--- config.mk ---
export PLATFORM = sky130hd
export DESIGN_NAME = simple_rx_mcdma_deadlock_monitor
export DESIGN_NICKNAME = d
export VERILOG_FILES = /design/src/rtl/simple_rx_mcdma_deadlock_pkg.sv /design/src/rtl/simple_rx_mcdma_prio_enc.sv /design/src/rtl/simple_rx_mcdma_deadlock_monitor.sv
export SDC_FILE = /design/constraint.sdc
export NUM_CORES = 1
export LEC_CHECK = 0
export ABC_AREA = 1
export BUFFER_PORTS_ARGS = -buffer_cell sky130_fd_sc_hd__buf_2
export CAP_MARGIN = 10
export CORE_ASPECT_RATIO = 1.75
export CORE_UTILIZATION = 25
export CTS_CLUSTER_DIAMETER = 200
export CTS_CLUSTER_SIZE = 14
export DETAILED_ROUTE_END_ITERATION = 8
export SYNTH_ARGS = -nofsm -noshare
export SYNTH_HDL_FRONTEND = slang
export SYNTH_HIERARCHICAL = 1
export SYNTH_SLANG_ARGS = --single-unit
--- constraint.sdc ---
create_clock -name clock -period 5.45 [get_ports clock]
set_clock_uncertainty 0.1 [all_clocks]
set_input_delay 0.2725 -clock clock [delete_from_list [all_inputs] [get_ports clock]]
set_output_delay 0.2725 -clock clock [all_outputs]
set_load 0.01 [all_outputs]
--- src/rtl/simple_rx_mcdma_deadlock_pkg.sv ---
// Shared types and width helpers for the RX MCDMA deadlock monitor.
package simple_rx_mcdma_deadlock_pkg;

    typedef enum logic [1:0] {
        ST_IDLE     = 2'd0,
        ST_SUSPECT  = 2'd1,
        ST_DEADLOCK = 2'd2
    } state_e;

    function automatic int clog2_f(input int value);
        int r;
        r = 0;
        for (int v = value - 1; v > 0; v = v >> 1) begin
            r++;
        end
        return r;
    endfunction

    // Source index width; the all-ones code is reserved for instance-caused deadlocks.
    function automatic int src_width(input int n_axis);
        int w;
        w = clog2_f(n_axis + 1);
        return (w > 1) ? w : 1;
    endfunction

endpackage

--- src/rtl/simple_rx_mcdma_prio_enc.sv ---
// Lowest-index-first priority encoder over the AXIS stall inputs.
module simple_rx_mcdma_prio_enc
    import simple_rx_mcdma_deadlock_pkg::*;
#(
    parameter int N     = 1,
    parameter int IDX_W = src_width(N)
) (
    input  logic [N-1:0]     req,
    output logic [IDX_W-1:0] idx,
    output logic             valid
);

    // Scanning downward lets the lowest asserted bit win.
    always_comb begin
        idx   = '0;
        valid = |req;
        for (int i = N - 1; i >= 0; i--) begin
            if (req[i]) begin
                idx = IDX_W'(i);
            end
        end
    end

endmodule

--- src/rtl/simple_rx_mcdma_deadlock_monitor.sv ---
// Watches AXIS and sub-instance stall signals and flags a deadlock once a stall persists THRESH cycles.
module simple_rx_mcdma_deadlock_monitor
    import simple_rx_mcdma_deadlock_pkg::*;
#(
    parameter int N_AXIS = 1,
    parameter int N_INST = 2,
    parameter int THRESH = 1,
    parameter int CNT_W  = 32
) (
    input  logic                         clock,
    input  logic                         reset_n,
    input  logic [N_AXIS-1:0]            axis_block_sigs,
    input  logic [N_INST-1:0]            inst_idle_sigs,
    input  logic [N_INST-1:0]            inst_block_sigs,
    input  logic                         clear,
    output logic                         block,
    output logic                         block_sticky,
    output logic [src_width(N_AXIS)-1:0] block_src,
    output logic [CNT_W-1:0]             block_cycles
);

    localparam int SRC_W  = src_width(N_AXIS);
    localparam int PCNT_W = clog2_f(THRESH + 1);
    localparam logic [PCNT_W-1:0] PCNT_LAST = PCNT_W'(THRESH - 1);

    logic              seq_block;
    logic [SRC_W-1:0]  enc_idx;
    logic              enc_valid;
    logic              entry;

    state_e            state_q, state_d;
    logic [PCNT_W-1:0] persist_cnt_q, persist_cnt_d;
    logic              block_sticky_q, block_sticky_d;
    logic [SRC_W-1:0]  block_src_q, block_src_d;
    logic [CNT_W-1:0]  block_cycles_q, block_cycles_d;

    simple_rx_mcdma_prio_enc #(
        .N     (N_AXIS),
        .IDX_W (SRC_W)
    ) u_prio_enc (
        .req   (axis_block_sigs),
        .idx   (enc_idx),
        .valid (enc_valid)
    );

    // Idle instances may legitimately hold their block line, so it is masked out.
    assign seq_block = (|axis_block_sigs) | (|(inst_block_sigs & ~inst_idle_sigs));

    always_comb begin
        state_d       = state_q;
        persist_cnt_d = persist_cnt_q;
        case (state_q)
            ST_IDLE: begin
                persist_cnt_d = '0;
                if (seq_block) begin
                    if (THRESH == 1) begin
                        state_d = ST_DEADLOCK;
                    end else begin
                        state_d       = ST_SUSPECT;
                        persist_cnt_d = PCNT_W'(1);
                    end
                end
            end
            ST_SUSPECT: begin
                if (!seq_block) begin
                    state_d       = ST_IDLE;
                    persist_cnt_d = '0;
                end else if (persist_cnt_q == PCNT_LAST) begin
                    state_d       = ST_DEADLOCK;
                    persist_cnt_d = '0;
                end else begin
                    persist_cnt_d = persist_cnt_q + PCNT_W'(1);
                end
            end
            ST_DEADLOCK: begin
                persist_cnt_d = '0;
                if (!seq_block) begin
                    state_d = ST_IDLE;
                end
            end
            default: begin
                state_d       = ST_IDLE;
                persist_cnt_d = '0;
            end
        endcase
    end

    // Source and sticky flag only move on the edge that enters DEADLOCK; set beats clear.
    always_comb begin
        entry          = (state_q != ST_DEADLOCK) && (state_d == ST_DEADLOCK);
        block_src_d    = block_src_q;
        block_sticky_d = block_sticky_q;
        block_cycles_d = block_cycles_q;
        if (entry) begin
            block_src_d = enc_valid ? enc_idx : '1;
        end
        if (entry) begin
            block_sticky_d = 1'b1;
        end else if (clear) begin
            block_sticky_d = 1'b0;
        end
        if (clear) begin
            block_cycles_d = '0;
        end else if ((state_q == ST_DEADLOCK) && (block_cycles_q != '1)) begin
            block_cycles_d = block_cycles_q + CNT_W'(1);
        end
    end

    always_ff @(posedge clock or negedge reset_n) begin
        if (!reset_n) begin
            state_q        <= ST_IDLE;
            persist_cnt_q  <= '0;
            block_sticky_q <= 1'b0;
            block_src_q    <= '0;
            block_cycles_q <= '0;
        end else begin
            state_q        <= state_d;
            persist_cnt_q  <= persist_cnt_d;
            block_sticky_q <= block_sticky_d;
            block_src_q    <= block_src_d;
            block_cycles_q <= block_cycles_d;
        end
    end

    assign block        = (state_q == ST_DEADLOCK);
    assign block_sticky = block_sticky_q;
    assign block_src    = block_src_q;
    assign block_cycles = block_cycles_q;

endmodule

==> impl_results.md, run 1 <==
- Leakage: 1.45 nW
- Final routed DRC violation total: 0
- Fin. Hold Viols: 36
- Cell taking the most area after synthesis: dfrtp_1
- Worst setup path end: block_cycles[23]
- Register Area: 901 sq um
- Worst Tran Pin Value: 0.812 ns
- Post-synth top flop: dfrtp_1
- IO Pins: 43
- Initial antenna violation count: 0
- Worst R2R End: block_cycles[23]
- GRT Overall Usage: 15.1%
- Clock-pin slew on the worst setup and hold paths: 0.06 ns
- DR iter-0 viols: 134
- Period utilisation layout: 40.8%
- Post-synthesis sequential area ratio: 37.6%
- Min-delay worst type: in2async
- Pin count of the biggest net entering global routing: 37
- Top cells by area, synth: dfrtp_1 (38%), nand2_1 (26%), nor2_1 (9.4%)
- First-pass GRT wire length: 11.7 mm
- Max frequency: 450 MHz
- Max cap viols: 0
- Fraction of layout cells with a size suffix above 1: 15.2%
- Htree depth: 2
- CORE AREA: 9210 sq um
- Dpl hpwl: 5.48 mm
- Initial Util: 26.0%
- Critical path arrival: 2.35 ns
- CTS tree: yes
- Cell row count: 46
- R2R depth: 11
- R2r setup slk: 3.23 ns
- Die H: 132 um
- Slew margin rel.: 45.8%
- Mapped Area: 2400 sq um
- Die area: 10000 sq um
- Maximum clock insertion buffer count: 2
- Most frequent cells in the layout: nand2_1 (166), nor2_1 (60), buf_2 (42), dfrtp_1 (36), inv_1 (29)
- Ys async rst share: 100%
- Vias per cell: 4.59
- Hold_ws: -0.0230 ns
- Fillers: 1073
- Clk_lat worst skew: 0.29 ns
- Final net count: 422
- CTS root buffer: clkbuf_16
- Final setup fails: 0
- Vias in the first global route: 2468
- GRT overflow: 0
- Footprint of the multi-input gates: 1310 sq um
- Clock sink count: 36
- CTS buffer count: 5
- Die width: 76.0 um
- Net Count, Synth: 382
- Via count: 2453
- Tmin final: 2.22 ns
- Number of setup buffers added after CTS: 0
- Critical-path maximum fanout: 30
- Fin Setup TNS: 0 ns
- Synth cell types: 25
- Status: finished, violations left
- Syn Area/Cell: 6.42 sq um
- WL/cell: 13.5 um
- Total wire length: 7.19 mm
- Most common cell after layout, fill and taps aside: nand2_1
- Hold Buf Count CTS: 0
- Setup CP Type: reg2reg
- CP Capture Type: flip-flop
- Worst Setup SP: block_cycles[0]
- Ant diodes: 0
- Cts repair resizes: 0
- Worst EP required: 5.57 ns
- Start of the worst register-to-register path: block_cycles[0]
- Unrepaired setup endpoints after global routing: no
- Startpoint types: flip-flop
- Number of synthesized register bits: 36
- Number of synthesized flops with an enable pin: 0
- Final antenna-violating net count: 0
- Synth warn: 6
- Synth Instances: 373
- Pins Over Slew Limit: 0
- Post-synth top area share: 37.6%
- Port Buf Inserts: 42
- Failing checks: hold timing
- Worst VDD drop: 124 uV
- Pwr dens: 227 nW/um^2
- Gpl congestion: 0.954
- First-pass DRT Iterations: 4
- Synthesis-to-layout area growth: 19.4%
-- synthesized netlist by cell type, drive strengths merged, types with 2 or more instances --
master / number
dfrtp: 36
xor2: 9
conb: 2
or2: 3
inv: 30
o21ai: 3
nor2: 63
nand4: 19
buf: 9
a21oi: 2
nand2: 170
nand3: 21
-- worst max-delay path: stages, from the launching register on --
cell	delay, ns
dfrtp_1	0.45
ha_1	0.30
inv_1	0.10
nor2_4	0.19
nand2_4	0.09
nor2_4	0.15
nand2_2	0.07
nand2_2	0.07
nand2_4	0.08
clkinv_2	0.34
nand2_1	0.10
nand2_1	0.09
-- area by class of cell --
class / count / area share [%]
inverters: 31 / 4.11
flip-flops and latches: 36 / 31.5
multi-input cells: 296 / 45.7
clock buffers: 5 / 4.37
well taps: 120 / 5.25
repair buffers: 43 / 7.61
clock inverters: 3 / 1.49
-- sequential cells by signal (all words and copies together), names as in the netlist --
name / count
block_sticky: 1
block_cycles: 32
block_src: 1
state_q: 2
-- worst min-delay path by stage --
stage | to | slack (ns)
2_1_floorplan | block_cycles[0] | -0.12
3_3_place_gp | block_src | 0.31
3_5_place_dp | block_sticky | 0.32
4_1_cts | block_sticky | 0.01
5_1_grt | block_sticky | 0.06
6_report | block_sticky | -0.02
-- stage by stage --
step / setup slack (ns) / cells / instance area [sq um] / utilization [%] / total power [mW]
after floorplan: 3.60 / 373 / 2400 / - / 0.309
after global placement: 3.34 / 526 / 2690 / 29.3 / 0.324
after detailed placement: 3.25 / 526 / 2690 / 29.3 / 0.324
after CTS: 3.24 / 534 / 2860 / 31.1 / 0.658
after global routing: 3.02 / 534 / 2860 / 31.1 / 0.669
final: 3.23 / 534 / 2860 / 31.1 / 0.650
-- power breakdown --
| part | switching (mW) | leakage (nW) | total, mW | internal [mW] |
|---|---|---|---|---|
| Combinational | 0.0320 | 0.873 | 0.0426 | 0.0106 |
| Clock | 0.116 | 0.0798 | 0.331 | 0.215 |
| Sequential | 0.00390 | 0.493 | 0.276 | 0.272 |
| Total | 0.152 | 1.45 | 0.650 | 0.498 |
-- metal layers --
metal / vias up / GRT usage (%) / share of wire (%)
li1: 1229 / - / -
met1: 1120 / 13.9 / 35
met2: 76 / 29.4 / 56
met3: 28 / 2.22 / 3.6
met4: 0 / 11.0 / 5.7
met5: - / 0 / 0
-- kinds of logic after synthesis --
family | share of synthesized area (%)
flip-flops | 37.6
adder cells (fa/ha/maj) | 0.522
AND/OR/NAND/NOR | 48.7
buffers and inverters | 7.83
other | 0.313
AO/OA/AOI/OAI | 1.36
XOR/XNOR | 3.66
Note: power is estimated with default switching activity, not from simulation.
==> run 2, diff against run 1 <==
Settings changed: ABC_AREA 1 to 0.
Clock period 5.45 ns to 2 ns, I/O delays scaled along.
==> run 2 against run 1 <==
Combinational power rose to 3.2 times the previous value. Synthesized area shrank 16%. Die area down 15%. Critical path type unchanged. The run ends with setup timing left. Synthesized cell count shrank 45%. Non-clock buffer count increased by 59. Power increased to 2.7 times the previous value. Clock power rose to 2.5 times the previous value. Wire length down 17%.
==> impl_results.md, run 2 <==
- Startpoint types: flip-flop
- Vias per cell: 4.99
- Synth warn: 6
- Worst VDD drop: 347 uV
- R2r setup slk: -0.03 ns
- Metal-1 WL: 2.22 mm
- Unrepaired setup endpoints after global routing: yes
- CTS buffer count: 5
- Cell row count: 43
- Synthesis-to-layout area growth: 51.3%
- Total wire length: 6.00 mm
- Critical-path maximum fanout: 6
- Synth cell types: 46
- Clock-pin slew on the worst setup and hold paths: 0.05 ns
- Setup CP Type: reg2reg
- Die area: 8480 sq um
- CTS root buffer: clkbuf_16
- Clock sink count: 36
- Fraction of layout cells with a size suffix above 1: 49.7%
- GRT overflow: 0
- Status: finished, violations left
- Pins Over Slew Limit: 0
- Post-route design area: 3060 sq um
- Max cap viols: 0
- Cell taking the most area after synthesis: dfrtp_1
- Worst hold start: axis_block_sigs
- Post-synth top area share: 44.5%
- Post-route insts no fill: 398
- Gpl congestion: 0.780
- Mapped Area: 2020 sq um
- Pin count of the biggest net entering global routing: 37
- Die H: 121 um
- Worst R2R End: block_cycles[6]
- Number of synthesized register bits: 36
- Final antenna-violating net count: 0
- GRT Overall Usage: 14.9%
- Die width: 70.0 um
- Via count: 1985
- Dpl cells: 380
- Hold Path Stages: 3
- Initial Util: 25.6%
- Failing checks: setup timing
- Initial antenna violation count: 0
- Leakage: 1.42 nW
- Met3 WL post-DR: 242 um
- Post-synthesis sequential area ratio: 44.5%
- Max frequency: 492 MHz
- Most common cell after layout, fill and taps aside: buf_4
- R2R depth: 8
- Syn Area/Cell: 9.78 sq um
- CORE AREA: 7910 sq um
- Fin Setup TNS: -0.194 ns
- Ys async rst share: 100%
- Final net count: 316
- IO Pins: 43
- Synth Instances: 207
- Final setup fails: 8
- Flip-flop count of the largest register after layout: 32
- Dpl hpwl: 4.42 mm
- Most frequent cells after synthesis: dfrtp_1 (36), a21oi_1 (22), or3_1 (16), nor2_1 (12), o21ai_0 (11)
- First-pass DRT Iterations: 4
- Worst Slack Setup Final: -0.0333 ns
- Post-synth top flop: dfrtp_1
- Fillers: 802
- Fin. Hold Viols: 0
- DR iter-0 viols: 119
- Start of the worst register-to-register path: block_cycles[1]
- Ant diodes: 0
- Highest Signal Layer: met4
- Routed wl met2: 3.41 mm
- Clk_lat worst skew: 0.29 ns
- Tmin final: 2.03 ns
- Port Buf Inserts: 42
- Min-delay worst type: in2reg
- Most frequent cells in the layout: buf_4 (51), buf_2 (42), dfrtp_1 (28), a21oi_1 (16)
- Pwr dens: 564 nW/um^2
- Top cells by area, synth: dfrtp_1 (44%), a21oi_1 (5.4%), or3_1 (4.9%)
- CTS tree: yes
- First-pass GRT wire length: 9.80 mm
- Maximum clock insertion buffer count: 2
- Most frequent cell after synthesis: dfrtp_1
- Vias in the first global route: 2021
- Final routed DRC violation total: 0
- WHS Endpoint: block_src
- Net Count, Synth: 216
- Number of synthesized flops with an enable pin: 0
- CP Capture Type: flip-flop
- WL/cell: 15.1 um
- Worst EP required: 2.05 ns
- Area after DPL: 2690 sq um
- Critical path arrival: 2.08 ns
- Period utilisation layout: 102%
- Htree depth: 2
==> run 2: cell types whose count changed in the layout (fill, tap and decap cells not counted), moves of 7 or more <==
cell     previous run  this run
a21oi_1             2        16
buf_4               1        51
buf_6               0         8
dfrtp_1            36        28
dfrtp_2             0         8
inv_1              29         6
nand2_1           166         9
nand3_1            21         7
nand4_1            19         7
nor2_1             60        11
o21ai_1             0         8
or3_1               0        11
or3_4               0         7
==> run 2: per-layer routing <==
metal	vias up	track usage [%]
met1	968	15.7
met3	8	3.24
met4	0	6.88
met5	-	0
li1	968	-
met2	41	27.6
==> run 2: layout make-up <==
class | instances | area, sq um | area share [%]
Tap cell | 90 | 113 | 3.68
Clock buffer | 8 | 156 | 5.11
Inverter | 6 | 22.5 | 0.735
Sequential cell | 36 | 911 | 29.7
Multi-Input combinational cell | 156 | 1170 | 38.1
Timing Repair Buffer | 102 | 693 | 22.6
==> run 2: worst max path at each step <==
stage	from	end	slack (ns)	depth (start not counted)
after CTS	block_cycles[1]	block_cycles[21]	-0.04	6
after detailed placement	block_cycles[1]	block_cycles[1]	-0.09	7
after global routing	block_cycles[10]	block_cycles[29]	-0.16	7
final	block_cycles[1]	block_cycles[6]	-0.03	8
after global placement	block_cycles[1]	block_cycles[1]	-0.02	7
after floorplan	block_cycles[1]	block_cycles[1]	-0.08	8
==> run 2: through the flow <==
step	hold slack (ns)	util, %	total power [mW]	setup WS [ns]
floorplan	-0.296	-	0.833	-0.0776
global route	0.0455	38.7	1.80	-0.157
CTS	0.0225	36.6	1.74	-0.0399
detailed placement	0.0824	34.0	0.894	-0.0913
global placement	0.0759	34.0	0.889	-0.0218
finish	0.0198	38.7	1.73	-0.0333
==> run 2: logic make-up (layout without fill, tap and decap cells) <==
group	count (synthesis)	in the layout	share of synthesized area [%]
buffers and inverters	15	116	4.39
AO/OA/AOI/OAI	53	53	15.8
flip-flops	36	36	44.5
AND/OR/NAND/NOR	89	89	29.1
XOR/XNOR	7	7	3.03
adder cells (fa/ha/maj)	1	1	0.618
multiplexers	4	4	2.16
other	2	2	0.371
==> run 2: report_power, final <==
group          switching (mW)  total [mW]  internal [mW]
clock network           0.305       0.835          0.531
registers              0.0109       0.754          0.743
logic                  0.0800       0.137         0.0570
total                   0.396        1.73           1.33
==> run 2: critical path, cell delays in order (launching register included) <==
cell	delay, ns
dfrtp_2	0.40
ha_4	0.14
nand4_1	0.13
or3_4	0.45
o31ai_4	0.25
buf_6	0.17
buf_6	0.11
or4_1	0.09
a21oi_1	0.06
==> run 2: what timing repair did <==
item / 4_1_cts / 5_1_grt
setup endpoints to repair: 11 / 28
hold buffers: 1 / 0
setup buffers: 2 / 7
gates resized for setup: 6 / 29
hold endpoints to repair: 36 / 0
pin swaps: 5 / 26
==> run 3, diff against run 2 <==
Settings changed: CELL_PAD_IN_SITES_DETAIL_PLACEMENT set to 2, CELL_PAD_IN_SITES_GLOBAL_PLACEMENT set to 2, PLACE_DENSITY_LB_ADDON set to 0.1.
==> run 3 against run 2 <==
The run still ends with setup timing left. Core utilization is 0.25 points lower. Worst setup slack better by 0.021 ns. Global-route usage is 2.9 points higher. Sequential power hardly changed. Critical path type unchanged. Critical endpoint is now block_cycles[1]. Largest cell class unchanged.
==> impl_results.md, run 3 (same netlist as run 2, synthesis figures left out) <==
- Initial antenna violation count: 0
- Fillers: 890
- Min-delay worst type: in2reg
- Maximum clock insertion buffer count: 2
- Initial Util: 25.6%
- CP Capture Type: flip-flop
- Final antenna-violating net count: 0
- First-pass GRT wire length: 11.6 mm
- Max frequency: 497 MHz
- Pwr dens: 554 nW/um^2
- Fin Setup TNS: -0.0205 ns
- Worst Tran Pin Value: 0.523 ns
- Vias in the first global route: 2295
- Final routed DRC violation total: 0
- Fraction of layout cells with a size suffix above 1: 47.4%
- CTS buffer count: 5
- Tmin final: 2.01 ns
- P_int: 1.29 mW
- Startpoint types: flip-flop
- Most frequent cells in the layout: buf_4 (53), buf_2 (42), dfrtp_1 (29), a21oi_1 (20), or3_1 (14)
- Leakage: 1.39 nW
- Clock group share of total power: 47.5%
- Htree depth: 2
- GRT overflow: 0
- Die width: 70.0 um
- Critical-path maximum fanout: 20
- Status: finished, violations left
- IO Pins: 43
- Final setup fails: 2
- Via count: 2038
- Pin count of the biggest net entering global routing: 37
- Die area: 8480 sq um
- P_sw: 393 uW
- Unrepaired setup endpoints after global routing: yes
- Worst VDD drop: 272 uV
- Gpl congestion: 0.748
- Ant diodes: 0
- Vias per cell: 5.12
- First-pass DRT Iterations: 3
- Setup CP Type: reg2reg
- Critical path arrival: 2.08 ns
- Clk_lat worst skew: 0.29 ns
- Switching share of power: 23.3%
- CTS root buffer: clkbuf_16
- Period utilisation layout: 101%
- Worst EP required: 2.07 ns
- Die H: 121 um
- Max cap viols: 0
- WL/cell: 16.9 um
- Dpl cells: 382
- Most common cell after layout, fill and taps aside: buf_4
- Clock-pin slew on the worst setup and hold paths: 0.05 ns
- CORE AREA: 7910 sq um
- Pins Over Slew Limit: 0
- Comb power frac: 7.8%
- Port Buf Inserts: 42
- Synthesis-to-layout area growth: 50.3%
- Sequential power share: 44.7%
- Final core utilization: 38.5%
- Final net count: 316
- Worst Slack Setup Final: -0.0119 ns
- Flip-flop count of the largest register after layout: 32
- CTS tree: yes
- Clock sink count: 36
- GRT Overall Usage: 17.7%
- Total wire length: 6.74 mm
- Post-route insts no fill: 398
- Fin. Hold Viols: 0
- Cell row count: 43
- DR iter-0 viols: 52
- Slew margin rel.: 65.2%
- Failing checks: setup timing
- Dpl hpwl: 5.06 mm
## run 3: changes by cell type in the layout (fill, tap and decap cells not counted), moves of 3 or more
| cell | before | now |
|---|---|---|
| a21oi_1 | 16 | 20 |
| a21oi_2 | 6 | 2 |
| and4_1 | 4 | 1 |
| buf_6 | 8 | 5 |
| nand3_2 | 3 | 0 |
| o21ai_0 | 7 | 10 |
| or3_1 | 11 | 14 |
| or3_4 | 7 | 3 |
## run 3: per-layer routing
metal | share of wire [%] | vias up | global-route usage (%)
li1 | - | 971 | -
met1 | 37 | 1032 | 18.3
met2 | 59 | 29 | 34.9
met3 | 2.4 | 6 | 2.74
met4 | 1.6 | 0 | 6.75
met5 | 0 | - | 0
## run 3: final cells by class
| type | instances | area [sq um] | area share, % |
|---|---|---|---|
| Clock buffer | 8 | 146 | 4.81 |
| Inverter | 6 | 22.5 | 0.740 |
| Multi-Input combinational cell | 156 | 1160 | 38.0 |
| Sequential cell | 36 | 910 | 29.9 |
| Tap cell | 90 | 113 | 3.70 |
| Timing Repair Buffer | 102 | 694 | 22.8 |
## run 3: worst paths after layout
kind	start	depth (start not counted)	to	slack, ns
max	block_cycles[1]	7	block_cycles[1]	-0.01
min	axis_block_sigs	3	state_q[1]	0.03
max reg2reg	block_cycles[1]	7	block_cycles[1]	-0.01
min reg2reg	state_q[0]	1	state_q[1]	0.37
max in group asynchronous	reset_n	3	block_cycles[1]	1.13
min in group asynchronous	reset_n	3	block_cycles[30]	0.30
## run 3: what timing repair did
action | CTS | global route
endpoints found under the setup margin | 9 | 30
pin swaps | 6 | 8
setup buffers | 7 | 1
hold buffers | 1 | 0
gates resized for setup | 12 | 14
hold endpoints to repair | 36 | 0
## run 3: power by group through the flow
| stage | clock network [mW] | registers [mW] | logic (mW) |
|---|---|---|---|
| 2_1_floorplan | 0 | 0.776 | 0.0575 |
| 3_3_place_gp | 0 | 0.767 | 0.129 |
| 3_5_place_dp | 0 | 0.768 | 0.130 |
| 4_1_cts | 0.826 | 0.754 | 0.136 |
| 5_1_grt | 0.853 | 0.755 | 0.147 |
| 6_report | 0.801 | 0.754 | 0.131 |
## run 3: critical path, cell delays in order, from the launching register on
cell and delay [ns]:
dfrtp_2 0.40, ha_4 0.15, nand4_1 0.12, or3_4 0.45, o31ai_4 0.24, buf_12 0.19
mux2i_1 0.19, nor2_1 0.05
## run 3: metrics by stage
stage          hold WS (ns)  total power [mW]  instance area, sq um  worst slack [ns]
5_1_grt              0.0873              1.76                  3040           -0.0978
2_1_floorplan        -0.296             0.833                  2060           -0.0776
6_report             0.0326              1.69                  3040           -0.0119
4_1_cts              0.0410              1.72                  2980           -0.0537
3_3_place_gp         0.0953             0.896                  2720           -0.0331
3_5_place_dp         0.0875             0.898                  2720           -0.0942
